===== config.mk =====
export PLATFORM = sky130hd
export DESIGN_NAME = vga_timing_gen_flat
export DESIGN_NICKNAME = d
export VERILOG_FILES = /design/src/rtl/vga_timing_gen_if.sv /design/src/rtl/vga_timing_gen.sv /design/src/flat_wrapper.sv
export SDC_FILE = /design/constraint.sdc
export NUM_CORES = 1
export LEC_CHECK = 0
export ABC_CLOCK_PERIOD_IN_PS = 2900
export BUFFER_PORTS_ARGS = -buffer_cell sky130_fd_sc_hd__buf_2
export CAP_MARGIN = 20
export CORE_MARGIN = 1
export CORE_UTILIZATION = 52
export CTS_CLUSTER_DIAMETER = 30
export DETAILED_ROUTE_END_ITERATION = 10
export GPL_ROUTABILITY_DRIVEN = 0
export HOLD_SLACK_MARGIN = 0.12
export PLACE_DENSITY = 0.8
export SYNTH_ARGS = -nofsm -noshare
export SYNTH_HDL_FRONTEND = slang
export SYNTH_SLANG_ARGS = --single-unit

===== constraint.sdc =====
create_clock -name vga_clk -period 2.9 [get_ports vga_clk]
set_clock_uncertainty 0.15 [all_clocks]
set_input_delay 0.29 -clock vga_clk [delete_from_list [all_inputs] [get_ports vga_clk]]
set_output_delay 0.29 -clock vga_clk [all_outputs]
set_load 0.005 [all_outputs]

===== src/rtl/vga_timing_gen_if.sv =====
// Pixel-side and pin-side signal bundle for vga_timing_gen.
// pix_req/pix_data is a fixed-latency request: no back-pressure, pix_data must be valid exactly PIX_LAT cycles after pix_req.
interface vga_timing_gen_if #(
    parameter int RGB_W = 16
);
    logic             en;
    logic [RGB_W-1:0] pix_data;
    logic             pix_req;
    logic [9:0]       pix_x;
    logic [9:0]       pix_y;
    logic             hsync;
    logic             vsync;
    logic             de;
    logic [RGB_W-1:0] rgb;
    logic             frame_start;
    logic             line_start;
    logic             dbg_state;

    modport master (
        input  en, pix_data,
        output pix_req, pix_x, pix_y, hsync, vsync, de, rgb,
               frame_start, line_start, dbg_state
    );

    modport slave (
        output en, pix_data,
        input  pix_req, pix_x, pix_y, hsync, vsync, de, rgb,
               frame_start, line_start, dbg_state
    );
endinterface


===== src/rtl/vga_timing_gen.sv =====
// Parametrised VGA raster timing generator with early pixel requests for a pipelined source.
// Line/frame order is sync, back porch, active, front porch; run/stop is only honoured at frame boundaries.
module vga_timing_gen #(
    parameter int H_SYNC   = 96,
    parameter int H_BACK   = 48,
    parameter int H_ACTIVE = 640,
    parameter int H_FRONT  = 16,
    parameter int V_SYNC   = 2,
    parameter int V_BACK   = 33,
    parameter int V_ACTIVE = 480,
    parameter int V_FRONT  = 10,
    parameter int HS_POL   = 0,
    parameter int VS_POL   = 0,
    parameter int PIX_LAT  = 1,
    parameter int RGB_W    = 16
) (
    input logic              vga_clk,
    input logic              sys_rst,
    vga_timing_gen_if.master bus
);
    localparam int H_TOTAL = H_SYNC + H_BACK + H_ACTIVE + H_FRONT;
    localparam int V_TOTAL = V_SYNC + V_BACK + V_ACTIVE + V_FRONT;
    localparam int HC_W    = ($clog2(H_TOTAL) > 10) ? $clog2(H_TOTAL) : 10;
    localparam int VC_W    = ($clog2(V_TOTAL) > 10) ? $clog2(V_TOTAL) : 10;
    localparam int HA0     = H_SYNC + H_BACK;
    localparam int VA0     = V_SYNC + V_BACK;

    localparam logic [HC_W-1:0] H_LAST     = HC_W'(H_TOTAL - 1);
    localparam logic [HC_W-1:0] H_SYNC_END = HC_W'(H_SYNC);
    localparam logic [HC_W-1:0] HA_LO      = HC_W'(HA0);
    localparam logic [HC_W-1:0] HA_HI      = HC_W'(HA0 + H_ACTIVE);
    localparam logic [HC_W-1:0] HR_LO      = HC_W'(HA0 - PIX_LAT);
    localparam logic [HC_W-1:0] HR_HI      = HC_W'(HA0 + H_ACTIVE - PIX_LAT);
    localparam logic [HC_W-1:0] H_LAT      = HC_W'(PIX_LAT);
    localparam logic [VC_W-1:0] V_LAST     = VC_W'(V_TOTAL - 1);
    localparam logic [VC_W-1:0] V_SYNC_END = VC_W'(V_SYNC);
    localparam logic [VC_W-1:0] VA_LO      = VC_W'(VA0);
    localparam logic [VC_W-1:0] VA_HI      = VC_W'(VA0 + V_ACTIVE);
    localparam logic            HS_ON      = (HS_POL != 0);
    localparam logic            VS_ON      = (VS_POL != 0);

    typedef enum logic [0:0] {
        ST_IDLE = 1'b0,
        ST_RUN  = 1'b1
    } state_t;

    state_t           r_state;
    state_t           w_state_nxt;
    logic [HC_W-1:0]  r_h_cnt;
    logic [VC_W-1:0]  r_v_cnt;
    logic             w_h_last;
    logic             w_v_last;
    logic             w_frame_last;
    logic             w_run;
    logic             w_hs_act;
    logic             w_vs_act;
    logic             w_v_act;
    logic             w_active;
    logic             w_req;
    logic             w_line_st;
    logic             w_frame_st;
    logic [HC_W-1:0]  w_h_off;
    logic [VC_W-1:0]  w_v_off;

    logic             r_hsync;
    logic             r_vsync;
    logic             r_de;
    logic [RGB_W-1:0] r_rgb;
    logic             r_frame_start;
    logic             r_line_start;

    assign w_h_last     = (r_h_cnt == H_LAST);
    assign w_v_last     = (r_v_cnt == V_LAST);
    assign w_frame_last = w_h_last && w_v_last;

    always_ff @(posedge vga_clk) begin
        if (sys_rst) begin
            r_state <= ST_IDLE;
        end else begin
            r_state <= w_state_nxt;
        end
    end

    always_comb begin
        w_state_nxt = r_state;
        case (r_state)
            ST_IDLE: if (bus.en) w_state_nxt = ST_RUN;
            ST_RUN:  if (w_frame_last && !bus.en) w_state_nxt = ST_IDLE;
            default: w_state_nxt = ST_IDLE;
        endcase
    end

    always_comb begin
        w_run      = (r_state == ST_RUN);
        w_hs_act   = w_run && (r_h_cnt < H_SYNC_END);
        w_vs_act   = w_run && (r_v_cnt < V_SYNC_END);
        w_v_act    = (r_v_cnt >= VA_LO) && (r_v_cnt < VA_HI);
        w_active   = w_run && w_v_act && (r_h_cnt >= HA_LO) && (r_h_cnt < HA_HI);
        // Request window is the active window shifted left by the source latency.
        w_req      = w_run && w_v_act && (r_h_cnt >= HR_LO) && (r_h_cnt < HR_HI);
        w_line_st  = w_run && (r_h_cnt == '0);
        w_frame_st = w_line_st && (r_v_cnt == '0);
    end

    // Counters sit at (0,0) while idle, so the first RUN cycle is the frame origin.
    always_ff @(posedge vga_clk) begin
        if (sys_rst || !w_run) begin
            r_h_cnt <= '0;
            r_v_cnt <= '0;
        end else if (w_h_last) begin
            r_h_cnt <= '0;
            r_v_cnt <= w_v_last ? '0 : r_v_cnt + VC_W'(1);
        end else begin
            r_h_cnt <= r_h_cnt + HC_W'(1);
        end
    end

    always_ff @(posedge vga_clk) begin
        if (sys_rst) begin
            r_hsync       <= ~HS_ON;
            r_vsync       <= ~VS_ON;
            r_de          <= 1'b0;
            r_rgb         <= '0;
            r_frame_start <= 1'b0;
            r_line_start  <= 1'b0;
        end else begin
            r_hsync       <= w_hs_act ? HS_ON : ~HS_ON;
            r_vsync       <= w_vs_act ? VS_ON : ~VS_ON;
            r_de          <= w_active;
            r_rgb         <= w_active ? bus.pix_data : '0;
            r_frame_start <= w_frame_st;
            r_line_start  <= w_line_st;
        end
    end

    assign w_h_off = r_h_cnt + H_LAT - HA_LO;
    assign w_v_off = r_v_cnt - VA_LO;

    assign bus.pix_req     = w_req;
    assign bus.pix_x       = w_req ? w_h_off[9:0] : 10'd0;
    assign bus.pix_y       = w_req ? w_v_off[9:0] : 10'd0;
    assign bus.hsync       = r_hsync;
    assign bus.vsync       = r_vsync;
    assign bus.de          = r_de;
    assign bus.rgb         = r_rgb;
    assign bus.frame_start = r_frame_start;
    assign bus.line_start  = r_line_start;
    assign bus.dbg_state   = r_state;
endmodule


===== src/flat_wrapper.sv =====
// flat-port wrapper written by rule: the top's interface ports become plain ports
module vga_timing_gen_flat 
#(
    parameter int H_SYNC   = 96,
    parameter int H_BACK   = 48,
    parameter int H_ACTIVE = 640,
    parameter int H_FRONT  = 16,
    parameter int V_SYNC   = 2,
    parameter int V_BACK   = 33,
    parameter int V_ACTIVE = 480,
    parameter int V_FRONT  = 10,
    parameter int HS_POL   = 0,
    parameter int VS_POL   = 0,
    parameter int PIX_LAT  = 1,
    parameter int RGB_W    = 16
)
  (vga_clk, sys_rst, bus_en, bus_pix_data, bus_pix_req, bus_pix_x, bus_pix_y, bus_hsync, bus_vsync, bus_de, bus_rgb, bus_frame_start, bus_line_start, bus_dbg_state);
  vga_timing_gen_if #(.RGB_W(RGB_W)) bus_i ();
  input logic vga_clk;
  input logic sys_rst;
  input wire logic [$bits(bus_i.en)-1:0] bus_en;
  input wire logic [$bits(bus_i.pix_data)-1:0] bus_pix_data;
  output wire logic [$bits(bus_i.pix_req)-1:0] bus_pix_req;
  output wire logic [$bits(bus_i.pix_x)-1:0] bus_pix_x;
  output wire logic [$bits(bus_i.pix_y)-1:0] bus_pix_y;
  output wire logic [$bits(bus_i.hsync)-1:0] bus_hsync;
  output wire logic [$bits(bus_i.vsync)-1:0] bus_vsync;
  output wire logic [$bits(bus_i.de)-1:0] bus_de;
  output wire logic [$bits(bus_i.rgb)-1:0] bus_rgb;
  output wire logic [$bits(bus_i.frame_start)-1:0] bus_frame_start;
  output wire logic [$bits(bus_i.line_start)-1:0] bus_line_start;
  output wire logic [$bits(bus_i.dbg_state)-1:0] bus_dbg_state;
  assign bus_i.en = bus_en;
  assign bus_i.pix_data = bus_pix_data;
  assign bus_pix_req = bus_i.pix_req;
  assign bus_pix_x = bus_i.pix_x;
  assign bus_pix_y = bus_i.pix_y;
  assign bus_hsync = bus_i.hsync;
  assign bus_vsync = bus_i.vsync;
  assign bus_de = bus_i.de;
  assign bus_rgb = bus_i.rgb;
  assign bus_frame_start = bus_i.frame_start;
  assign bus_line_start = bus_i.line_start;
  assign bus_dbg_state = bus_i.dbg_state;
  vga_timing_gen #(.H_SYNC(H_SYNC), .H_BACK(H_BACK), .H_ACTIVE(H_ACTIVE), .H_FRONT(H_FRONT), .V_SYNC(V_SYNC), .V_BACK(V_BACK), .V_ACTIVE(V_ACTIVE), .V_FRONT(V_FRONT), .HS_POL(HS_POL), .VS_POL(VS_POL), .PIX_LAT(PIX_LAT), .RGB_W(RGB_W)) u_core (.vga_clk(vga_clk), .sys_rst(sys_rst), .bus(bus_i));
endmodule

==> report_table.html <==
<table>
<tr><th>Metric</th><th>Value</th></tr>
<tr><th colspan="2">Worst setup path</th></tr>
<tr><td>Sequence of cells on the critical path</td><td>ha_1, and3_1, xnor2_1, ha_1, a32oi_1, xnor2_1, nor2_4, buf_2</td></tr>
<tr><td>Minimum setup slack among reg-to-reg paths</td><td>about 0.30 ns</td></tr>
<tr><td>Startpoint-to-endpoint class of the critical path</td><td>register to output port</td></tr>
<tr><td>CP bufs+invs</td><td>1</td></tr>
<tr><td>WP depth</td><td>8</td></tr>
<tr><td>Reg2reg path depth</td><td>5</td></tr>
<tr><td>Maximum net fanout on the critical path</td><td>6</td></tr>
<tr><td>Crit end category</td><td>output port</td></tr>
<tr><td>Critical-path top delay cell</td><td>dfxtp_1</td></tr>
<tr><td>Kind of cell adding the most delay to the critical path</td><td>XOR/XNOR gates</td></tr>
<tr><td>Highest cell delay on the worst timing path</td><td>0.43 ns</td></tr>
<tr><td>Worst endpoint data arrival time</td><td>2.32 ns</td></tr>
<tr><td>CP Launch Type</td><td>register</td></tr>
<tr><td>Required time of the critical path</td><td>2.46 ns</td></tr>
<tr><th colspan="2">Final layout</th></tr>
<tr><td>Post-Layout Cell Count</td><td>372</td></tr>
<tr><td># nets final</td><td>345</td></tr>
<tr><td>Number of filler cells placed in the layout</td><td>317</td></tr>
<tr><td>Signed area change from the synthesized netlist to the final layout</td><td>25.0%</td></tr>
<tr><td>Fraction of layout instances using a drive strength above 1</td><td>0.273</td></tr>
<tr><td>Antenna diode count</td><td>0</td></tr>
<tr><th colspan="2">Pwr</th></tr>
<tr><td>Power share of the combinational group</td><td>0.059</td></tr>
<tr><td>Net switching fraction of the power</td><td>0.227</td></tr>
<tr><td>Sequential Power Share</td><td>0.576</td></tr>
<tr><td>Reported leakage power</td><td>1.20 nW</td></tr>
<tr><td>Peak supply drop</td><td>284 uV</td></tr>
<tr><td>Power per cell area</td><td>374 nW/um2</td></tr>
<tr><td>Switching power</td><td>around 230 uW</td></tr>
<tr><td>Internal</td><td>~790 uW</td></tr>
<tr><td>Part of the total power dissipated in the clock network</td><td>0.364</td></tr>
<tr><th colspan="2">GRT</th></tr>
<tr><td>Number of antenna violations at the first check in global routing</td><td>0</td></tr>
<tr><td>Largest net degree at the start of global routing</td><td>18</td></tr>
<tr><td>Overall Global Routing Usage</td><td>0.242</td></tr>
<tr><td>Vias in the first global route</td><td>1750</td></tr>
<tr><td>Wire length of the first global-routing pass</td><td>8060 um</td></tr>
<tr><td>Remaining global-route overflow</td><td>0</td></tr>
<tr><th colspan="2">Yosys</th></tr>
<tr><td>Netlist Area Pre-Place</td><td>2180 um2</td></tr>
<tr><td>Net count of the mapped netlist</td><td>roughly 270</td></tr>
<tr><td>Distinct cells, synth</td><td>50</td></tr>
<tr><td>Synthesized area per cell</td><td>just under 9 um2</td></tr>
<tr><td>Sequential share of the synthesized area</td><td>0.386</td></tr>
<tr><td>Synth Register Bits</td><td>42</td></tr>
<tr><td>Yosys warning count</td><td>0</td></tr>
<tr><td>Post-synth EDFFs</td><td>0</td></tr>
<tr><td>Post-synthesis cell count</td><td>249</td></tr>
<tr><td>Primary flip-flop cell chosen by synthesis mapping</td><td>dfxtp_1</td></tr>
<tr><td>Synth async-reset ratio</td><td>0</td></tr>
<tr><th colspan="2">STA</th></tr>
<tr><td>Tcrit/Tclk final</td><td>0.952</td></tr>
<tr><td>Final-layout setup total negative slack</td><td>0 ns</td></tr>
<tr><td>Count of final max-slew check failures</td><td>0</td></tr>
<tr><td>RSZ-0062 raised after global routing</td><td>no</td></tr>
<tr><td>Hold violation count in the final report</td><td>0</td></tr>
<tr><td>Worst Max-Slew Pin Slew</td><td>0.674 ns</td></tr>
<tr><td>Achievable Freq</td><td>0.362 GHz</td></tr>
<tr><td>Worst rel slew slack</td><td>0.539</td></tr>
<tr><td>Number of setup violations in the final report</td><td>0</td></tr>
<tr><td>Final critical-path setup slack</td><td>0.138 ns</td></tr>
<tr><td>Post-layout min period</td><td>2.76 ns</td></tr>
<tr><th colspan="2">Hold path</th></tr>
<tr><td>Worst hold path cell count</td><td>2</td></tr>
<tr><td>Class of the tightest hold or removal check</td><td>input pin to register</td></tr>
<tr><th colspan="2">Routing</th></tr>
<tr><td>Detailed-route wire length per cell</td><td>13.6 um</td></tr>
<tr><td>Iteration-0 DRC Markers</td><td>150</td></tr>
<tr><td>Ratio of routed vias to standard cells</td><td>between 5 and 6</td></tr>
<tr><td>Number of detailed-route iterations in the first pass</td><td>4</td></tr>
<tr><td>DRC errors left</td><td>0</td></tr>
<tr><td>Overall routed net length</td><td>between 5000 and 6000 um</td></tr>
<tr><td>Post-route antenna net violation count</td><td>0</td></tr>
<tr><td>Detailed-route via count</td><td>1976</td></tr>
<tr><th colspan="2">Outcome</th></tr>
<tr><td>Status</td><td>finished clean</td></tr>
<tr><th colspan="2">Clock network</th></tr>
<tr><td>H-tree depth</td><td>2</td></tr>
<tr><td>Post-CTS setup repair buffer count</td><td>0</td></tr>
<tr><td>Max clock buf depth</td><td>2</td></tr>
<tr><td>Clock transition at the registers of the reported paths</td><td>0.09 ns</td></tr>
<tr><td>CTS Root Cell</td><td>clkbuf_8</td></tr>
<tr><td>Clock latency reported for the late side of the worst-skew pair</td><td>0.29 ns</td></tr>
<tr><td>Number of buffers created by CTS</td><td>5</td></tr>
<tr><td>Clock Sinks</td><td>42</td></tr>
<tr><td>CTS tree</td><td>built</td></tr>
<tr><th colspan="2">Place</th></tr>
<tr><td>Detail Placement HPWL</td><td>between 3000 and 4000 um</td></tr>
<tr><td>Setup WS pre-CTS</td><td>0.344 ns</td></tr>
<tr><td>PortBufs</td><td>61</td></tr>
<tr><td>Placed Cells</td><td>around 350</td></tr>
<tr><th colspan="2">Job</th></tr>
<tr><td>Max-cap check violation count</td><td>0</td></tr>
<tr><th colspan="2">Die</th></tr>
<tr><td>Width of the chip</td><td>66.7 um</td></tr>
<tr><td>Boundary pin count</td><td>62</td></tr>
<tr><td>Initial cell density of the core</td><td>0.545</td></tr>
<tr><td>Height of the die</td><td>66.7 um</td></tr>
<tr><td>Placeable core region</td><td>between 4000 and 5000 um2</td></tr>
<tr><td>Full die area</td><td>around 4500 um2</td></tr>
<tr><td>Row Count</td><td>23</td></tr>
</table>
==> metrics by stage <==
step | util | instance area [um2] | power [mW] | hold WS (ns)
finish | 0.681 | 2720 | 1.02 | 0.134
global route | 0.681 | 2720 | 1.05 | 0.143
CTS | 0.678 | 2710 | 1.02 | 0.130
detailed placement | 0.611 | 2440 | 0.640 | 0.343
global placement | 0.611 | 2440 | 0.639 | 0.339
floorplan | - | 2180 | 0.617 | 0.236
==> power groups by stage <==
stage                     Combinational, mW  Clock [mW]  Sequential, mW
final                                0.0607       0.371           0.588
after global routing                 0.0663       0.394           0.589
after CTS                            0.0590       0.370           0.588
after global placement               0.0382           0           0.601
after detailed placement             0.0388           0           0.601
after floorplan                      0.0159           0           0.601
==> registers in the layout, indices dropped and copies added, names as in the netlist <==
name and count:
u_core.bus.rgb 16, u_core.r_h_cnt 10, u_core.r_v_cnt 10, u_core.bus.dbg_state 1, u_core.bus.de 1, u_core.bus.frame_start 1
u_core.bus.hsync 1, u_core.bus.line_start 1, u_core.bus.vsync 1
==> layer usage <==
metal,GRT usage,wire length (um)
met5,0,0
met4,0.109,140
met3,0.0428,247
met2,0.410,2600
met1,0.294,2080
==> final cells by class <==
type / instances / area (um2) / share of cell area
Inverter: 11 / 41.3 / 0.0152
Timing Repair Buffer: 81 / 500 / 0.184
Tap cell: 50 / 62.6 / 0.0230
Multi-Input combinational cell: 180 / 1190 / 0.437
Sequential cell: 42 / 842 / 0.309
Clock inverter: 2 / 13.8 / 0.00505
Clock buffer: 6 / 72.6 / 0.0266
==> path summary, 6_finish.rpt <==
path                startpoint                   end
max reg2reg  u_core.r_v_cnt[5]  u_core.bus.dbg_state
min                    sys_rst         u_core.bus.de
min reg2reg  u_core.r_h_cnt[0]     u_core.r_h_cnt[0]
max          u_core.r_h_cnt[1]          bus_pix_x[8]
==> cells by family after synthesis <==
kind of cell | count (synthesis) | synth area share
and+or+nand+nor | 125 | 0.334
DFF | 42 | 0.386
AOI/OAI and AO/OA | 32 | 0.106
buffers and inverters | 27 | 0.0729
xor gates and xnor gates | 17 | 0.0684
adders and majority gates | 5 | 0.0287
muxes | 1 | 0.00460
==> cells in the final DEF, fill, tap and decap left out, types with 7 or more instances in the layout <==
cell type	count
nand2_1	12
dfxtp_1	41
xnor2_1	11
nor2_1	35
and2_1	19
nand3_1	8
inv_1	11
dlygate4sd3_1	18
buf_2	61
a21oi_1	11
nor3_1	7
==> Yosys cell counts, types with 4 or more instances <==
library cell,number,share of area
a21oi_1,11,0.025
and2_1,19,0.055
and3_1,5,0.014
buf_2,6,0.014
buf_6,4,0.021
clkbuf_1,4,0.0069
dfxtp_1,42,0.39
ha_1,5,0.029
inv_1,11,0.019
nand2_1,12,0.021
nand3_1,8,0.018
nand4_1,6,0.017
nor2_1,35,0.060
nor2b_1,5,0.014
nor3_1,7,0.016
o21ai_0,6,0.014
or3_1,6,0.017
xnor2_1,11,0.044
xor2_1,6,0.024
==> what timing repair did <==
item | 4_1_cts | 5_1_grt
gates resized for setup | 0 | 3
endpoints found under the setup margin | 0 | 9
hold endpoints to repair | 17 | 0
hold buffers | 18 | 0
(Power assumes the default switching activity.)
